$ cat src/rtl/fpm_pkg.sv
// rtl/fpm_pkg.sv - shared widths and result record for the multiplier result path
// Purpose: default product width and result FIFO depth, plus the {ov, data} record
//          used wherever a single result entry is handled as one value.
// Ports:   none (package)
package fpm_pkg;
  localparam int FPM_WIDTH     = 32;
  localparam int FPM_RES_DEPTH = 8;

  typedef struct packed {
    logic                 ov;
    logic [FPM_WIDTH-1:0] data;
  } fpm_result_t;
endpackage

$ cat src/rtl/fpm_result_fifo_if.sv
// rtl/fpm_result_fifo_if.sv - valid/ready read port of the result FIFO
// Purpose: groups the head-of-queue handshake towards the result sink.
// Ports:   rd_valid/rd_data/rd_ov driven by the FIFO (master),
//          rd_ready driven by the sink (slave).
interface fpm_result_fifo_if #(
  parameter int WIDTH = fpm_pkg::FPM_WIDTH
);
  logic             rd_valid;
  logic             rd_ready;
  logic [WIDTH-1:0] rd_data;
  logic             rd_ov;

  modport master (output rd_valid, output rd_data, output rd_ov, input rd_ready);
  modport slave  (input rd_valid, input rd_data, input rd_ov, output rd_ready);
endinterface

$ cat src/rtl/fpm_sync_fifo.sv
// rtl/fpm_sync_fifo.sv - circular-buffer FIFO with registered occupancy flags
// Purpose: DEPTH x W storage, read/write pointers, exact count/full/empty.
// Ports:   clk, reset (async, active-low), clear (sync flush),
//          push/wr_data write side, pop/rd_data read side (head is combinational
//          from registered storage), count/full/empty status.
module fpm_sync_fifo #(
  parameter  int W     = 33,
  parameter  int DEPTH = 8,
  localparam int AW    = $clog2(DEPTH),
  localparam int CW    = AW + 1
) (
  input  logic          clk,
  input  logic          reset,
  input  logic          clear,
  input  logic          push,
  input  logic          pop,
  input  logic [W-1:0]  wr_data,
  output logic [W-1:0]  rd_data,
  output logic [CW-1:0] count,
  output logic          full,
  output logic          empty
);
  logic [W-1:0]  mem [DEPTH];
  logic [AW-1:0] wr_ptr;
  logic [AW-1:0] rd_ptr;
  logic          do_push;
  logic          do_pop;
  logic [CW-1:0] count_nxt;

  // A pop frees the slot in the same cycle, so a push at full still lands.
  assign do_pop  = pop & ~empty;
  assign do_push = push & (~full | do_pop);
  assign rd_data = mem[rd_ptr];

  always_comb begin
    count_nxt = count;
    if (do_push && !do_pop)
      count_nxt = count + CW'(1);
    else if (do_pop && !do_push)
      count_nxt = count - CW'(1);
  end

  always_ff @(posedge clk or negedge reset) begin
    if (!reset) begin
      wr_ptr <= '0;
      rd_ptr <= '0;
      count  <= '0;
      full   <= 1'b0;
      empty  <= 1'b1;
    end else if (clear) begin
      wr_ptr <= '0;
      rd_ptr <= '0;
      count  <= '0;
      full   <= 1'b0;
      empty  <= 1'b1;
    end else begin
      if (do_push) wr_ptr <= wr_ptr + AW'(1);
      if (do_pop)  rd_ptr <= rd_ptr + AW'(1);
      count <= count_nxt;
      full  <= (count_nxt == CW'(DEPTH));
      empty <= (count_nxt == '0);
    end
  end

  // Storage is reset so the head reads as zero out of reset; clear only
  // rewinds the pointers.
  always_ff @(posedge clk or negedge reset) begin
    if (!reset) begin
      for (int i = 0; i < DEPTH; i++) mem[i] <= '0;
    end else if (do_push && !clear) begin
      mem[wr_ptr] <= wr_data;
    end
  end
endmodule

$ cat src/rtl/fpm_result_fifo.sv
// rtl/fpm_result_fifo.sv - aligns products with their late overflow flag and queues them
// Purpose: stage register pairs c_data with ov_in one cycle later, pushes the
//          {ov, data} pair into the FIFO, counts drops at full, keeps a sticky overflow.
// Ports:   clk, reset (async, active-low), clear (sync flush),
//          c_data/c_valid product input, ov_in/ov_valid overflow input,
//          rd (master modport: rd_valid/rd_ready/rd_data/rd_ov),
//          count/full/empty occupancy, drop_cnt (saturating), ov_sticky.
module fpm_result_fifo
  import fpm_pkg::*;
#(
  parameter  int WIDTH  = FPM_WIDTH,
  parameter  int DEPTH  = FPM_RES_DEPTH,
  parameter  int DROP_W = 8,
  localparam int CW     = $clog2(DEPTH) + 1
) (
  input  logic              clk,
  input  logic              reset,
  input  logic              clear,
  input  logic [WIDTH-1:0]  c_data,
  input  logic              c_valid,
  input  logic              ov_in,
  input  logic              ov_valid,
  fpm_result_fifo_if.master rd,
  output logic [CW-1:0]     count,
  output logic              full,
  output logic              empty,
  output logic [DROP_W-1:0] drop_cnt,
  output logic              ov_sticky
);
  logic [WIDTH-1:0] stage_data;
  logic             stage_v;
  logic             ov;
  logic             pop;
  logic             drop;
  logic [WIDTH:0]   head;

  assign ov  = ov_valid & ov_in;
  assign pop = rd.rd_valid & rd.rd_ready;
  // A staged product is lost only when the FIFO is full and nothing leaves.
  assign drop = stage_v & full & ~pop;

  assign rd.rd_valid = ~empty;
  assign rd.rd_ov    = head[WIDTH];
  assign rd.rd_data  = head[WIDTH-1:0];

  fpm_sync_fifo #(
    .W     (WIDTH + 1),
    .DEPTH (DEPTH)
  ) u_fifo (
    .clk     (clk),
    .reset   (reset),
    .clear   (clear),
    .push    (stage_v),
    .pop     (rd.rd_ready),
    .wr_data ({ov, stage_data}),
    .rd_data (head),
    .count   (count),
    .full    (full),
    .empty   (empty)
  );

  always_ff @(posedge clk or negedge reset) begin
    if (!reset) begin
      stage_data <= '0;
      stage_v    <= 1'b0;
      drop_cnt   <= '0;
      ov_sticky  <= 1'b0;
    end else if (clear) begin
      stage_v    <= 1'b0;
      drop_cnt   <= '0;
      ov_sticky  <= 1'b0;
    end else begin
      stage_v <= c_valid;
      if (c_valid) stage_data <= c_data;
      if (drop && drop_cnt != '1) drop_cnt <= drop_cnt + DROP_W'(1);
      // Covers accepted, dropped and orphan overflows alike.
      if (ov) ov_sticky <= 1'b1;
    end
  end
endmodule
$ cat src/flat_wrapper.sv
// flat-port wrapper written by rule: the top's interface ports become plain ports
module fpm_result_fifo_flat import fpm_pkg::*;
#(
  parameter  int WIDTH  = FPM_WIDTH,
  parameter  int DEPTH  = FPM_RES_DEPTH,
  parameter  int DROP_W = 8,
  localparam int CW     = $clog2(DEPTH) + 1
)
  (clk, reset, clear, c_data, c_valid, ov_in, ov_valid, count, full, empty, drop_cnt, ov_sticky, rd_rd_valid, rd_rd_data, rd_rd_ov, rd_rd_ready);
  fpm_result_fifo_if #(.WIDTH(WIDTH)) rd_i ();
  input  logic clk;
  input  logic reset;
  input  logic clear;
  input  logic [WIDTH-1:0] c_data;
  input  logic c_valid;
  input  logic ov_in;
  input  logic ov_valid;
  output logic [CW-1:0] count;
  output logic full;
  output logic empty;
  output logic [DROP_W-1:0] drop_cnt;
  output logic ov_sticky;
  output wire logic [$bits(rd_i.rd_valid)-1:0] rd_rd_valid;
  output wire logic [$bits(rd_i.rd_data)-1:0] rd_rd_data;
  output wire logic [$bits(rd_i.rd_ov)-1:0] rd_rd_ov;
  input wire logic [$bits(rd_i.rd_ready)-1:0] rd_rd_ready;
  assign rd_rd_valid = rd_i.rd_valid;
  assign rd_rd_data = rd_i.rd_data;
  assign rd_rd_ov = rd_i.rd_ov;
  assign rd_i.rd_ready = rd_rd_ready;
  fpm_result_fifo #(.WIDTH(WIDTH), .DEPTH(DEPTH), .DROP_W(DROP_W)) u_core (.clk(clk), .reset(reset), .clear(clear), .c_data(c_data), .c_valid(c_valid), .ov_in(ov_in), .ov_valid(ov_valid), .rd(rd_i), .count(count), .full(full), .empty(empty), .drop_cnt(drop_cnt), .ov_sticky(ov_sticky));
endmodule
$ cat config.mk
export PLATFORM = sky130hd
export DESIGN_NAME = fpm_result_fifo_flat
export DESIGN_NICKNAME = d
export VERILOG_FILES = /design/src/rtl/fpm_pkg.sv /design/src/rtl/fpm_result_fifo_if.sv /design/src/rtl/fpm_sync_fifo.sv /design/src/rtl/fpm_result_fifo.sv /design/src/flat_wrapper.sv
export SDC_FILE = /design/constraint.sdc
export NUM_CORES = 1
export LEC_CHECK = 0
export BUFFER_PORTS_ARGS = -buffer_cell sky130_fd_sc_hd__buf_2
export CAP_MARGIN = 20
export CORE_MARGIN = 5
export CORE_UTILIZATION = 61
export DETAILED_ROUTE_END_ITERATION = 12
export PLACE_DENSITY = 0.8
export SYNTH_ARGS = -nofsm -noshare
export SYNTH_HDL_FRONTEND = slang
export SYNTH_SLANG_ARGS = --single-unit
$ cat constraint.sdc
create_clock -name clk -period 2.3 [get_ports clk]
set_clock_uncertainty 0.05 [all_clocks]
set_input_delay 0.115 -clock clk [delete_from_list [all_inputs] [get_ports clk]]
set_output_delay 0.115 -clock clk [all_outputs]
set_load 0.02 [all_outputs]
### Word-level counts from Yosys, hierarchy flattened

Cells that the tools add are included.

* bits in registers: 318
* latch bits: 0
* bits in writable memories: 0
* bits in read-only memories: 0
* input bits: 39
* output and inout bits: 49
* word-level logic and storage cells: 73
* memories: 0

* $add $sub $neg: 5
* multipliers: 0
* div/mod/pow operators: 0
* order comparisons: 3
* equal/unequal tests: 2
* shift operators: 0
* muxes and demuxes: 20
* bitwise gates (word level): 12
* reductions and logical operators: 14

Operator list (number)
* bitwise mux 264 bit: 1
* binary-select mux 33 bit (select 3 bit): 1
* demux 33 bit (select 3 bit): 1
* two-way mux 33 bit: 3
* two-way mux 8 bit: 2
* two-way mux 3 bit: 4
* two-way mux 4 bit: 3
* adder 8 x 1 -> 8 bit (second input constant): 1
* >= comparator 4 bit (second input constant): 2
* inequality test 8 bit (second input constant): 1
* NOT 3 -> 4 bit: 2
* nonzero test 2 bit: 4
* adder 3 x 1 -> 3 bit (second input constant): 2
* bitwise AND 1 bit: 5
* logical AND 1 bit: 5
* two-way mux 1 bit: 5
* adder 4 x 1 -> 4 bit (second input constant): 1
* == test 4 bit (second input constant): 1
* zero test 4 bit: 1
* less-than comparator 4 x 1 -> 1 bit (second input constant): 1
* NOT 1 bit: 4
* subtractor 4 x 1 -> 4 bit (second input constant): 1
* zero test 1 bit: 3
* AND reduction 2 bit: 1
* OR 1 bit: 1

### Longest topological paths before layout

* depth in word-level cells: 10
* gate-level depth with buffers: 7
* mapped depth without buffers: 6

### Cells and area by module

A second synthesis with hierarchy kept.

* cells, all modules: 877
* area total of the unflattened synthesis: 14176.1 um^2

Modules (own cells, without submodules)
* fpm_sync_fifo: times used 1, cells each 757, area an instance 12467.0 um^2, sequential area each 6907.9 um^2
* fpm_result_fifo: times used 1, cells each 120, area an instance 1709.1 um^2, sequential area each 1051.0 um^2

### Worst setup path before layout

No wires, ideal clock.

* path kind: register to register
* start: reg u_core.u_fifo.empty
* end: reg u_core.u_fifo.mem[201] (netlist bit)
* setup time: 0.125 ns
* arrival: 1.924 ns
* data required time: 2.125 ns
* setup slack: 0.202 ns
* stages on the path, launching flop included: 8
* buffers on the path: 3
* clock period less this slack: 2.098 ns
* cell sequence: dfstp_2 > nor2b_1 > buf_2 > o2111ai_4 > nand2b_1 > buf_2 > buf_2 > mux2_2

* cells in the longest elaborated chain, start to end: 5

RTL lines
* start, declared: RTL line fpm_sync_fifo.sv:21 `output logic empty`
* start signal, assigned: RTL line fpm_sync_fifo.sv:61 `empty <= (count_nxt == '0);`
* NOT 1 bit: RTL line fpm_sync_fifo.sv:31 `assign do_pop = pop & ~empty;`
* bitwise AND 1 bit: RTL line fpm_sync_fifo.sv:31
* OR 1 bit: RTL line fpm_sync_fifo.sv:32 `assign do_push = push & (~full | do_pop);`
* bitwise AND 1 bit: RTL line fpm_sync_fifo.sv:32
* logical AND 1 bit: RTL line fpm_sync_fifo.sv:70 `end else if (do_push && !clear) begin`
* end signal, assigned by index: RTL line fpm_sync_fifo.sv:71 `mem[wr_ptr] <= wr_data;`
* end, declared: RTL line fpm_sync_fifo.sv:23 `logic [W-1:0] mem [DEPTH];`

No other way between the ends.
A chain may end at the register's enable or synchronous reset.

### Final worst setup path

* start: reg u_core.u_fifo.rd_ptr[0]
* end: out rd_rd_data[21]

* cells in the longest elaborated chain, start to end: 4

RTL lines
* start, declared: RTL line fpm_sync_fifo.sv:25 `logic [AW-1:0] rd_ptr;`
* start signal, assigned: RTL line fpm_sync_fifo.sv:58 `if (do_pop) rd_ptr <= rd_ptr + AW'(1);`
* NOT 3 -> 4 bit (implied by the code): RTL line fpm_sync_fifo.sv:33 `assign rd_data = mem[rd_ptr];`
* binary-select mux 33 bit (select 3 bit): RTL line fpm_sync_fifo.sv:33
* two-way mux 33 bit (implied by the code) (2 in a row): RTL line fpm_sync_fifo.sv:33
* end, declared: RTL line flat_wrapper.sv:24 `output wire logic [$bits(rd_i.rd_data)-1:0] rd_rd_data;`

No other way between the ends. The select of a mux whose other input is x is not followed.

==> run_results.csv <==
group,metric,value,unit
clock_tree,clk_pin_slew_worst_paths,0.06,ns
placement,port_buffers,87,
timing,slew_headroom,66.8,%
die,die_y,163,um
critical_path,cp-start-kind,"flip-flop",
critical_path,cp-startpoint,"u_core.u_fifo.rd_ptr[0]$_DFFE_PN0P_",
detailed_routing,wire_per_inst,21.7,um
detailed_routing,final_antenna_net_count,0,
finish,area_growth,21.4,%
critical_path,rr_endpoint,"u_core.u_fifo.empty$_DFF_PN1_",
critical_path,r2r_setup_slack,0.20,ns
placement,dpl_cell_area,15200,sq um
yosys,synthCells,878,
critical_path,r2r-start,"u_core.stage_v$_DFF_PN0_",
critical_path,cp_max_fo,6,
yosys,syn_nets,922,
finish,antenna_cells,0,
die,die_area,26500,sq um
pwr,p_leak,8.07,nW
run_status,violations,"setup timing",
global_route,grt_usage,23.2,%
critical_path,worstPathCellList,"buf_12, buf_16, mux4_2, mux2_4, buf_6",
run_status,status,"finished with violations",
clock_tree,cts-root-buf,"clkbuf_16",
timing,finalCritPeriodShare,104,%
critical_path,worstPathArrival,2.22,ns
timing,setup_violations,33,
clock_tree,clock_path_buffers,3,
critical_path,rr_worst_depth,4,
critical_path,crit_family,"multiplexers",
timing,tightest_slew,0.497,ns
finish,drive_gt1_share,56.8,%
finish,final_area,17300,sq um
yosys,netlist_area,14200,sq um
finish,finalNetCount,1064,
detailed_routing,wirelength,29500,um
yosys,yosys-top-cells-area,"dfrtp_1 56%, mux2_2 26%, mux4_2 10%",
yosys,synth-seq-cells,318,
yosys,async_reset_ff_share,100,%
pwr,p_per_area,907,nW/um^2
die,initial_core_util,62.4,%
yosys,seq_area_frac_synth,56.0,%
critical_path,cp.required,2.13,ns
detailed_routing,drt-initial-drc-count,512,
placement,dp.final_hpwl,16400,um
clock_tree,cts_htree_levels,2,
placement,dpl.cell_count,1252,
timing,slew_viol_final,0,
yosys,yosys.area.top_type_share,55.8,%
die,die_w,163,um
global_route,grt_pass1_vias,8753,
critical_path,worstSetupEndpoint,"rd_rd_data[21]",
timing,fin_ws,-0.0888,ns
placement,dp_slack,0.211,ns
critical_path,endpoint_kind,"output port",
clock_tree,clock-sinks,318,
critical_path,worst-path-buf-inv,3,
detailed_routing,num_vias,8092,
global_route,grt_antenna_before_repair,0,
timing,rsz0062_at_grt,"true",
yosys,synth.distinct_cells,52,
clock_tree,clock_latency,0.50,ns
timing,min_period,2.39,ns
clock_tree,numCtsBuffers,35,
global_route,grt_overflow,0,
die,row_count,55,
pwr,design_power_total,15.7,mW
global_route,grt_max_degree,90,
pwr,peakVddDrop,0.000568,V
yosys,yosysTopAreaCell,"dfrtp_1",
timing,timing.fmax,0.419,GHz
die,coreArea,22800,sq um
yosys,synth-main-ff-cell,"dfrtp_1",
job,drv_cap,0,
die,io_pins,88,
critical_path,cp_slowest_cell,"mux4_2",
min_path,hold_path_class,"in2async",
global_route,grt_pass1_wl,48600,um
detailed_routing,drc,0,
finish,final_cells,1357,
yosys,synth_edf_count,0,
critical_path,cp.depth,5,
clock_tree,cts_tree,"built",
detailed_routing,firstDrtPassIters,4,
yosys,synth.avg_cell_area,16.2,sq um
finish,utilization,75.8,%
placement,gp_congestion,0.777,
timing,finalHoldViolations,0,
detailed_routing,via_per_inst,5.96,
yosys,ys_warn_count,0,
critical_path,crit_type,"reg2out",
critical_path,max_stage_delay,0.52,ns
-- cell families (layout without fill, tap and decap cells) --
| kind of cell | count (synthesis) | count (layout) | synth area share [%] |
|---|---|---|---|
| muxes | 397 | 397 | 36.6 |
| DFF | 318 | 318 | 56.0 |
| buffers and inverters | 65 | 231 | 2.26 |
| and+or+nand+nor | 56 | 56 | 2.51 |
| AOI/OAI and AO/OA | 30 | 30 | 1.78 |
| xor gates and xnor gates | 7 | 7 | 0.431 |
| adders and majority gates | 5 | 5 | 0.440 |
-- synthesized netlist by cell type (2+ instances only) --
library cell,n
nor2_1,12
clkbuf_1,18
a21oi_1,10
nand4_1,2
or3_1,2
buf_6,3
xor2_1,3
mux4_2,66
mux2i_1,2
or4_1,3
o21ai_0,3
dfrtp_1,317
mux2_1,4
buf_2,26
buf_4,6
xnor2_1,4
nor3b_4,2
nand3b_2,2
nand3_1,7
mux2_2,325
and3_1,3
nor2b_1,3
nand2_1,7
nand2b_1,2
inv_1,8
o31ai_1,3
ha_1,5
and2_1,2
a311oi_1,2
buf_1,4
-- layout make-up --
class / count / area (sq um)
inverters: 8 / 30.0
repair buffers: 162 / 1680
multi-input cells: 495 / 6070
fillers: 1337 / 5510
well taps: 313 / 392
clock buffers: 53 / 1060
flip-flops and latches: 318 / 7970
clock inverters: 8 / 68.8
-- layout by cell type, fill, tap and decap left out, drive strengths merged, types with 2 or more instances in the layout --
cell,count
nand4,2
ha,5
nand2b,3
o2111ai,2
or4,4
a311oi,2
a21oi,10
nand3b,2
clkbuf,54
mux2,329
dfrtp,317
dlygate4sd3,34
mux4,66
inv,9
nor2b,3
or3,2
o21ai,3
and3,3
nor2,13
nand2,8
mux2i,2
xor2,3
buf,127
o31ai,3
nor3b,3
nand3,8
a2111oi,3
and2,2
xnor2,4
clkinv,6
-- stage by stage --
step / setup TNS (ns) / hold WS (ns)
2_1_floorplan: 0 / -0.231
3_5_place_dp: 0 / -0.0551
6_report: -1.82 / 0.0255
4_1_cts: -2.69 / 0.00963
5_1_grt: -3.83 / 0.0427
3_3_place_gp: 0 / -0.0547
-- where the power goes --
group,switching (mW),total (mW),internal [mW]
combinational,1.39,3.43,2.04
clock,2.15,5.44,3.29
sequential,0.521,6.78,6.26
total,4.06,15.7,11.6
-- worst min-delay path by stage --
stage | end | slack (ns) | cells past startpoint
floorplan | u_core.drop_cnt[0]$_DFFE_PN0P_ | -0.23 | 0
global placement | u_core.u_fifo.full$_DFF_PN0_ | -0.05 | 1
detailed placement | u_core.u_fifo.count[3]$_DFF_PN0_ | -0.06 | 1
CTS | u_core.stage_data[5]$_DFFE_PN0P_ | 0.01 | 2
global route | u_core.stage_data[5]$_DFFE_PN0P_ | 0.04 | 2
finish | u_core.stage_data[5]$_DFFE_PN0P_ | 0.03 | 2
-- flip-flops by register name, indices dropped and copies added (netlist names) --
register and count:
u_core.drop_cnt 8, u_core.ov_sticky 1, u_core.stage_data 32, u_core.stage_v 1, u_core.u_fifo.count 4, u_core.u_fifo.empty 1, u_core.u_fifo.full 1, u_core.u_fifo.mem 264
u_core.u_fifo.rd_ptr 3, u_core.u_fifo.wr_ptr 3
-- metal layers --
layer,up-vias,share of wire [%],GRT usage (%),wire [um]
met5,-,0,0,0
met4,0,2.0,5.68,604
met3,52,3.6,3.72,1070
met2,159,50,38.8,14700
met1,4322,45,32.4,13100
li1,3559,-,-,-
-- timing repair --
action	in CTS	in global routing
endpoints found under the hold margin	357	0
hold buffers	34	0
endpoints found under the setup margin	33	33
setup buffers	4	0
cloned	5	1
gates resized for setup	95	8
(Power assumes the default switching activity.)
